`config.mk`:
```
export PLATFORM = sky130hd
export DESIGN_NAME = canyon_rom_loader
export DESIGN_NICKNAME = d
export VERILOG_FILES = /design/src/rtl/canyon_rom_loader.sv
export SDC_FILE = /design/constraint.sdc
export NUM_CORES = 1
export LEC_CHECK = 0
export ABC_CLOCK_PERIOD_IN_PS = 2100
export CAP_MARGIN = 20
export CORE_ASPECT_RATIO = 1.5
export CORE_MARGIN = 1
export CORE_UTILIZATION = 45
export CTS_CLUSTER_SIZE = 10
export DETAILED_ROUTE_END_ITERATION = 8
export PLACE_DENSITY_LB_ADDON = 0.15
export SETUP_SLACK_MARGIN = 0.1
export SLEW_MARGIN = 15
export SYNTH_ARGS = -nofsm -noshare
export SYNTH_HDL_FRONTEND = slang
export SYNTH_SLANG_ARGS = --single-unit
```
`constraint.sdc`:
```
create_clock -name clk_sys -period 2.1 [get_ports clk_sys]
set_clock_uncertainty 0.2 [all_clocks]
set_input_delay 0.315 -clock clk_sys [delete_from_list [all_inputs] [get_ports clk_sys]]
set_output_delay 0.315 -clock clk_sys [all_outputs]
set_load 0.03 [all_outputs]
```
`src/rtl/canyon_rom_loader.sv`:
```
// Splits the flat HPS ROM download into per-region write strobes with local addresses,
// counts and checksums accepted bytes, and holds the game core in reset around a download.
module canyon_rom_loader #(
    parameter int unsigned R0_SIZE     = 2048,
    parameter int unsigned R1_SIZE     = 512,
    parameter int unsigned R2_SIZE     = 256,
    parameter int unsigned R3_SIZE     = 256,
    parameter int unsigned HOLD_CYCLES = 16,
    parameter int unsigned LADDR_W     = 12
) (
    input  logic               clk_sys,
    input  logic               reset,
    input  logic               ioctl_download,
    input  logic               ioctl_wr,
    input  logic [24:0]        ioctl_addr,
    input  logic [7:0]         ioctl_data,
    output logic [3:0]         rom_we,
    output logic [LADDR_W-1:0] rom_addr,
    output logic [7:0]         rom_data,
    output logic               core_reset,
    output logic               load_done,
    output logic               load_error,
    output logic [15:0]        checksum
);

    localparam int unsigned TOTAL  = R0_SIZE + R1_SIZE + R2_SIZE + R3_SIZE;
    localparam int unsigned HOLD_W = (HOLD_CYCLES > 1) ? $clog2(HOLD_CYCLES) : 1;

    localparam logic [24:0]       BASE1     = 25'(R0_SIZE);
    localparam logic [24:0]       BASE2     = 25'(R0_SIZE + R1_SIZE);
    localparam logic [24:0]       BASE3     = 25'(R0_SIZE + R1_SIZE + R2_SIZE);
    localparam logic [24:0]       TOTAL_A   = 25'(TOTAL);
    localparam logic [15:0]       TOTAL_CNT = 16'(TOTAL);
    localparam logic [HOLD_W-1:0] HOLD_LAST = HOLD_W'(HOLD_CYCLES - 1);

    typedef enum logic [2:0] {
        S_IDLE,
        S_LOAD,
        S_CHECK,
        S_HOLD,
        S_RUN
    } state_t;

    state_t               state_q, state_d;
    logic                 wr_prev_q, dl_prev_q;
    logic [3:0]           rom_we_q, rom_we_d;
    logic [LADDR_W-1:0]   rom_addr_q, rom_addr_d;
    logic [7:0]           rom_data_q, rom_data_d;
    logic                 core_reset_q, core_reset_d;
    logic                 load_done_q, load_done_d;
    logic                 load_error_q, load_error_d;
    logic [15:0]          checksum_q, checksum_d;
    logic [15:0]          count_q, count_d;
    logic                 overflow_q, overflow_d;
    logic [HOLD_W-1:0]    hold_cnt_q, hold_cnt_d;

    logic wr_evt, dl_rise, dl_fall, start_load;

    assign wr_evt     = ioctl_wr & ~wr_prev_q;
    assign dl_rise    = ioctl_download & ~dl_prev_q;
    assign dl_fall    = ~ioctl_download & dl_prev_q;
    assign start_load = dl_rise & ((state_q == S_IDLE) | (state_q == S_HOLD) | (state_q == S_RUN));

    // Next-state and registered-output computation
    always_comb begin
        state_d      = state_q;
        rom_we_d     = 4'b0000;
        rom_addr_d   = rom_addr_q;
        rom_data_d   = rom_data_q;
        load_done_d  = load_done_q;
        load_error_d = load_error_q;
        checksum_d   = checksum_q;
        count_d      = count_q;
        overflow_d   = overflow_q;
        hold_cnt_d   = hold_cnt_q;

        unique case (state_q)
            S_IDLE: begin
            end
            S_LOAD: begin
                if (wr_evt) begin
                    if (ioctl_addr < TOTAL_A) begin
                        if (ioctl_addr < BASE1) begin
                            rom_we_d   = 4'b0001;
                            rom_addr_d = LADDR_W'(ioctl_addr);
                        end else if (ioctl_addr < BASE2) begin
                            rom_we_d   = 4'b0010;
                            rom_addr_d = LADDR_W'(ioctl_addr - BASE1);
                        end else if (ioctl_addr < BASE3) begin
                            rom_we_d   = 4'b0100;
                            rom_addr_d = LADDR_W'(ioctl_addr - BASE2);
                        end else begin
                            rom_we_d   = 4'b1000;
                            rom_addr_d = LADDR_W'(ioctl_addr - BASE3);
                        end
                        rom_data_d = ioctl_data;
                        if (count_q != 16'hFFFF) begin
                            count_d = count_q + 16'd1;
                        end
                        checksum_d = checksum_q + 16'(ioctl_data);
                    end else begin
                        overflow_d = 1'b1;
                    end
                end
                // A write on the same cycle as the fall is already folded into count_d
                if (dl_fall) begin
                    state_d = S_CHECK;
                end
            end
            S_CHECK: begin
                load_error_d = (count_q != TOTAL_CNT) | overflow_q;
                hold_cnt_d   = '0;
                state_d      = S_HOLD;
            end
            S_HOLD: begin
                if (hold_cnt_q == HOLD_LAST) begin
                    state_d     = S_RUN;
                    load_done_d = ~load_error_q;
                end else begin
                    hold_cnt_d = hold_cnt_q + HOLD_W'(1);
                end
            end
            S_RUN: begin
            end
            default: begin
                state_d = S_IDLE;
            end
        endcase

        // A new download restarts from any settled or settling state
        if (start_load) begin
            state_d      = S_LOAD;
            count_d      = '0;
            checksum_d   = '0;
            overflow_d   = 1'b0;
            load_error_d = 1'b0;
            load_done_d  = 1'b0;
        end

        core_reset_d = (state_d != S_RUN);
    end

    always_ff @(posedge clk_sys) begin
        if (reset) begin
            state_q      <= S_IDLE;
            wr_prev_q    <= 1'b0;
            dl_prev_q    <= 1'b0;
            rom_we_q     <= 4'b0000;
            rom_addr_q   <= '0;
            rom_data_q   <= 8'd0;
            core_reset_q <= 1'b1;
            load_done_q  <= 1'b0;
            load_error_q <= 1'b0;
            checksum_q   <= 16'd0;
            count_q      <= 16'd0;
            overflow_q   <= 1'b0;
            hold_cnt_q   <= '0;
        end else begin
            state_q      <= state_d;
            wr_prev_q    <= ioctl_wr;
            dl_prev_q    <= ioctl_download;
            rom_we_q     <= rom_we_d;
            rom_addr_q   <= rom_addr_d;
            rom_data_q   <= rom_data_d;
            core_reset_q <= core_reset_d;
            load_done_q  <= load_done_d;
            load_error_q <= load_error_d;
            checksum_q   <= checksum_d;
            count_q      <= count_d;
            overflow_q   <= overflow_d;
            hold_cnt_q   <= hold_cnt_d;
        end
    end

    assign rom_we     = rom_we_q;
    assign rom_addr   = rom_addr_q;
    assign rom_data   = rom_data_q;
    assign core_reset = core_reset_q;
    assign load_done  = load_done_q;
    assign load_error = load_error_q;
    assign checksum   = checksum_q;

endmodule

```
-- After elaboration in Yosys (flattened, before gate mapping)
Index checks and enable logic that the tools add are counted.
- equality and inequality tests: 9
- add/subtract/negate cells: 6
- bitwise logic cells: 14
- $lt $le $gt $ge: 4
- reductions and logical operators: 12
- multiplexer cells: 12
- operators by type and width (cell ; count):
    less-than comparator 25 x 12 -> 1 bit, second input constant ; 4
    2-to-1 mux 12 bit ; 3
    subtractor 12 bit, second input constant ; 3
    adder 16 x 1 -> 16 bit, second input constant ; 1
    adder 16 x 8 -> 16 bit ; 1
    != test 16 x 12 -> 1 bit, second input constant ; 1
    != test 16 bit, second input constant ; 1
    one-hot mux 3 bit (4 select lines) ; 1
    2-to-1 mux 3 bit ; 3
    2-to-1 mux 4 bit ; 2
    one-hot mux 4 bit (2 select lines) ; 1
    NOT 1 bit ; 7
    equality test 3 x 2 -> 1 bit, second input constant ; 2
    AND reduction 3 bit ; 2
    OR reduction 6 bit ; 1
    OR reduction 5 bit ; 1
    adder 4 x 1 -> 4 bit, second input constant ; 1
    AND 1 bit ; 4
    equality test 4 bit, second input constant ; 1
    AND reduction 2 bit ; 2
    AND reduction 4 bit ; 1
    OR reduction 2 bit ; 2
    OR reduction 4 bit ; 1
    equality test 3 x 1 -> 1 bit, second input constant ; 1
    other kinds (8) ; 10
- logic and storage cells: 72
- register bits after elaboration: 69
- output and inout port bits: 43

-- Depth between registers and ports, before layout
- word-level depth: 6
- depth in mapped cells: 9
- depth with buffers taken out: 7

-- Worst setup path before layout
Ideal clock, no wire load.
- path type: flip-flop to flip-flop
- from: register checksum_q[1] (netlist: checksum[1])
- to: register checksum_q[7] (netlist: checksum[7])
- buffers on the path: 0
- stages on the path, launching flop included: 7
- required time: 1.773 ns
- library setup time: 0.127 ns
- arrival time: 1.860 ns
- setup slack: -0.087 ns
- cell sequence: dfxtp_1 -> ha_1 -> a21oi_1 -> o211ai_1 -> o41ai_1 -> nor4_1 -> or3_1
- longest elaborated chain between the ends: 1
- ends and longest elaborated chain (what ; RTL line ; source):
    start, declared ; 52 ; logic [15:0] checksum_q, checksum_d;
    start signal, assigned ; 168 ; checksum_q <= checksum_d;
    adder 16 x 8 -> 16 bit ; 100 ; checksum_d = checksum_q + 16'(ioctl_data);
Every way passes these cells.
A chain may end at the register's enable or synchronous reset.

-- Final worst setup path
- from: register count_q[0]
- to: register count_q[12]
- longest elaborated chain between the ends: 2
- elaborated cells on any way between the ends: 3
- ends and longest elaborated chain (what ; RTL line ; source):
    start, declared ; 53 ; logic [15:0] count_q, count_d;
    start signal, assigned ; 169 ; count_q <= count_d;
    parallel branches: the longest is 2 deep, another holds adder 16 x 1 -> 16 bit ; -- ;
Several ways; the timed one is not identified.

==> out/qor.yml <==
power_frac_clock: 0.382
synth_seq_area_share: 0.411
yosysMostFrequentCell: "dfxtp_1"
fmax_ghz: 0.480
fp.dieW_um: 72.6
synth.distinct_cells: 55
path_clk_slew_ns: 0.07
vias_per_cell: 5.51
postLayoutSetupSlackWorst_ns: 0.0165
fin_crit_sh: 0.992
syn-num-nets: 451
min_period_ns: 2.08
critPathMaxFanout: 5
p_per_area_nw_per_um2: 455
tritoncts: "yes"
crit_path_start: "count_q[0]$_SDFFE_PP0P_"
clock_sinks: 69
area_delta_synth_final_pct: 68.1
dieArea_sq_um: 7830
routedWlPerCell_um: 16.0
synthTopCellsByCount: "dfxtp_1 (69), nand2_1 (61), a21oi_1 (49), nor2_1 (21), nand3_1 (16)"
firstDrtPassIters: 4
fin_setup_tns_ns: 0
rsz0062_at_grt: "yes"
fin_area_sq_um: 5650
post-place-ws_ns: -0.678
cts-hold-fix-buffers: 0
synthesis.area_sq_um: 3360
cp-end-kind: "register"
clock_latency_ns: 0.35
grt_start_max_net_pins: 26
p_switching_w: 0.000635
rows: 38
synthFlopType: "dfxtp_1"
diodes: 0
synth_cells: 399
max-slew-margin-rel: 0.749
drive_above_1_share: 0.348
placed_area_sq_um: 4840
vias: 3686
synth_top_cell_by_area: "dfxtp_1"
p_leak_nw: 2.16
cts_root_buf: "clkbuf_8"
path_class: "reg2reg"
hold_path.class: "in2reg"
intPower_w: 0.00194
initial_utilization: 0.466
numCtsBuffers: 9
switching_share: 0.247
max_cap_viol_count: 0
worstMarginPinSlew_ns: 0.373
seqPwrFrac: 0.512
synthTopCellsByArea: "dfxtp_1 (41%), a21oi_1 (7.3%), nand2_1 (6.8%), ha_1 (5.2%), nand3_1 (2.4%)"
status: "completed"
min-delay-start: "ioctl_addr[11]"
io_buffers: 79
track_usage: 0.268
ys_ff_latch: 69
hold-worst-slack_ns: 0.129
routabilityCongestion: 0.866
r2r_cells: 8
die_h_um: 108
synth_top_area_share: 0.411
crit-reg2reg-launch: "count_q[0]$_SDFFE_PP0P_"
drv_slew: 0
pin_count: 80
antenna_left: 0
power_w: 0.00257
hold_depth: 3
dp_hpwl_mm: 7.24
grt_first_pass_wirelength_mm: 16.1
grt_pass1_vias: 3552
peakVddDrop_uv: 359
setup_viol: 0
htreeDepth: 3
syn_avg_cell_area_sq_um: 8.43
antenna_found_initial: 0
cp-start-kind: "register"
cts_buffer_depth: 2
core_area_sq_um: 7230
finalHoldViolCount: 0
drc: 0
arrival_ns: 2.16
combPwrFrac: 0.106
synth_edf_count: 0
nNetsFinal: 616
drt-total-wl_mm: 10.7
drt_iter0_drc: 131
yosys_warnings: 0
grt-ovfl-total: 0
critPathRequiredTime_ns: 2.18
synth-async-reset-ratio: 0
[power by group through the flow]
stage | Clock [W] | Combinational, W | Sequential [W]
finish | 0.000983 | 0.000271 | 0.00132
detailed placement | 0 | 0.000245 | 0.00135
global placement | 0 | 0.000241 | 0.00135
floorplan | 0 | 0.0000872 | 0.00135
global route | 0.00106 | 0.000290 | 0.00132
CTS | 0.00101 | 0.000248 | 0.00132
[sequential cells by signal, summed over array words and instances, names as in the netlist, 3 cells and up]
signal	count
hold_cnt_q	4
count_q	16
rom_data	8
rom_we	4
checksum	16
state_q	3
rom_addr	12
[path summary, 6_finish.rpt]
| kind | end | slack [ns] |
|---|---|---|
| hold reg to reg | rom_addr[6]$_SDFFE_PP0P_ | 0.25 |
| setup / recovery | count_q[12]$_SDFFE_PP0P_ | 0.02 |
| hold / removal | rom_we[0]$_SDFF_PP0_ | 0.13 |
| setup reg to reg | count_q[12]$_SDFFE_PP0P_ | 0.02 |
[kinds of logic (layout without fill, tap and decap cells)]
| kind of cell | after synthesis | in the layout | synth area share |
|---|---|---|---|
| compound gates | 101 | 102 | 0.195 |
| xor+xnor | 9 | 9 | 0.0234 |
| fa+ha+maj | 16 | 16 | 0.0610 |
| buf+inv | 33 | 202 | 0.0435 |
| flops | 69 | 69 | 0.411 |
| mux | 2 | 2 | 0.00595 |
| simple gates | 169 | 169 | 0.260 |
[routing by layer]
metal / vias up / GRT usage / wire length (um)
met5: - / 0 / 0
met4: 0 / 0.154 / 422
met3: 36 / 0.0440 / 358
met2: 104 / 0.499 / 5840
met1: 1747 / 0.275 / 4110
li1: 1799 / - / -
[cells in the final DEF, fill, tap and decap left out, types with 6 or more instances in the layout]
cell             Yosys  final
inv_1               14     13
nand2_1             61     57
ha_4                 0      8
clkdlybuf4s50_1      0     50
buf_4                1     79
dfxtp_2              0     14
a21oi_1             49     39
nand4_1             10     10
nand3_1             16     13
clkbuf_8             0     11
o21ai_1              0      6
a21oi_2              0      9
o21ai_0             14      6
buf_6                2     12
dlygate4sd2_1        0     15
nor2_1              21     19
or3_1               11      8
dlymetal6s2s_1       0      7
dfxtp_1             69     54
[through the flow]
stage / util / instances
finish: 0.782 / 669
floorplan: - / 399
global placement: 0.670 / 636
detailed placement: 0.670 / 636
global route: 0.782 / 669
CTS: 0.736 / 664
[critical path, cell delays in order (launching register included)]
cell      delay [ns]
dfxtp_2         0.34
ha_4            0.16
buf_6           0.11
and2_4          0.16
nand4_1         0.15
buf_4           0.14
o311ai_4        0.11
or4_1           0.51
a21oi_2         0.14
[cell type report]
type	count	area, sq um
Multi-Input combinational cell	298	2370
Fill cell	516	1570
Timing Repair Buffer	172	1520
Sequential cell	69	1400
Clock buffer	12	155
Tap cell	100	125
Inverter	14	52.6
Clock inverter	4	22.5
[repair_timing]
item	CTS	global route
buffers inserted	11	5
cloned	2	0
endpoints found under the setup margin	53	37
resized for setup	72	84
pin swaps	35	47
Power figures use the tool's default switching activity.
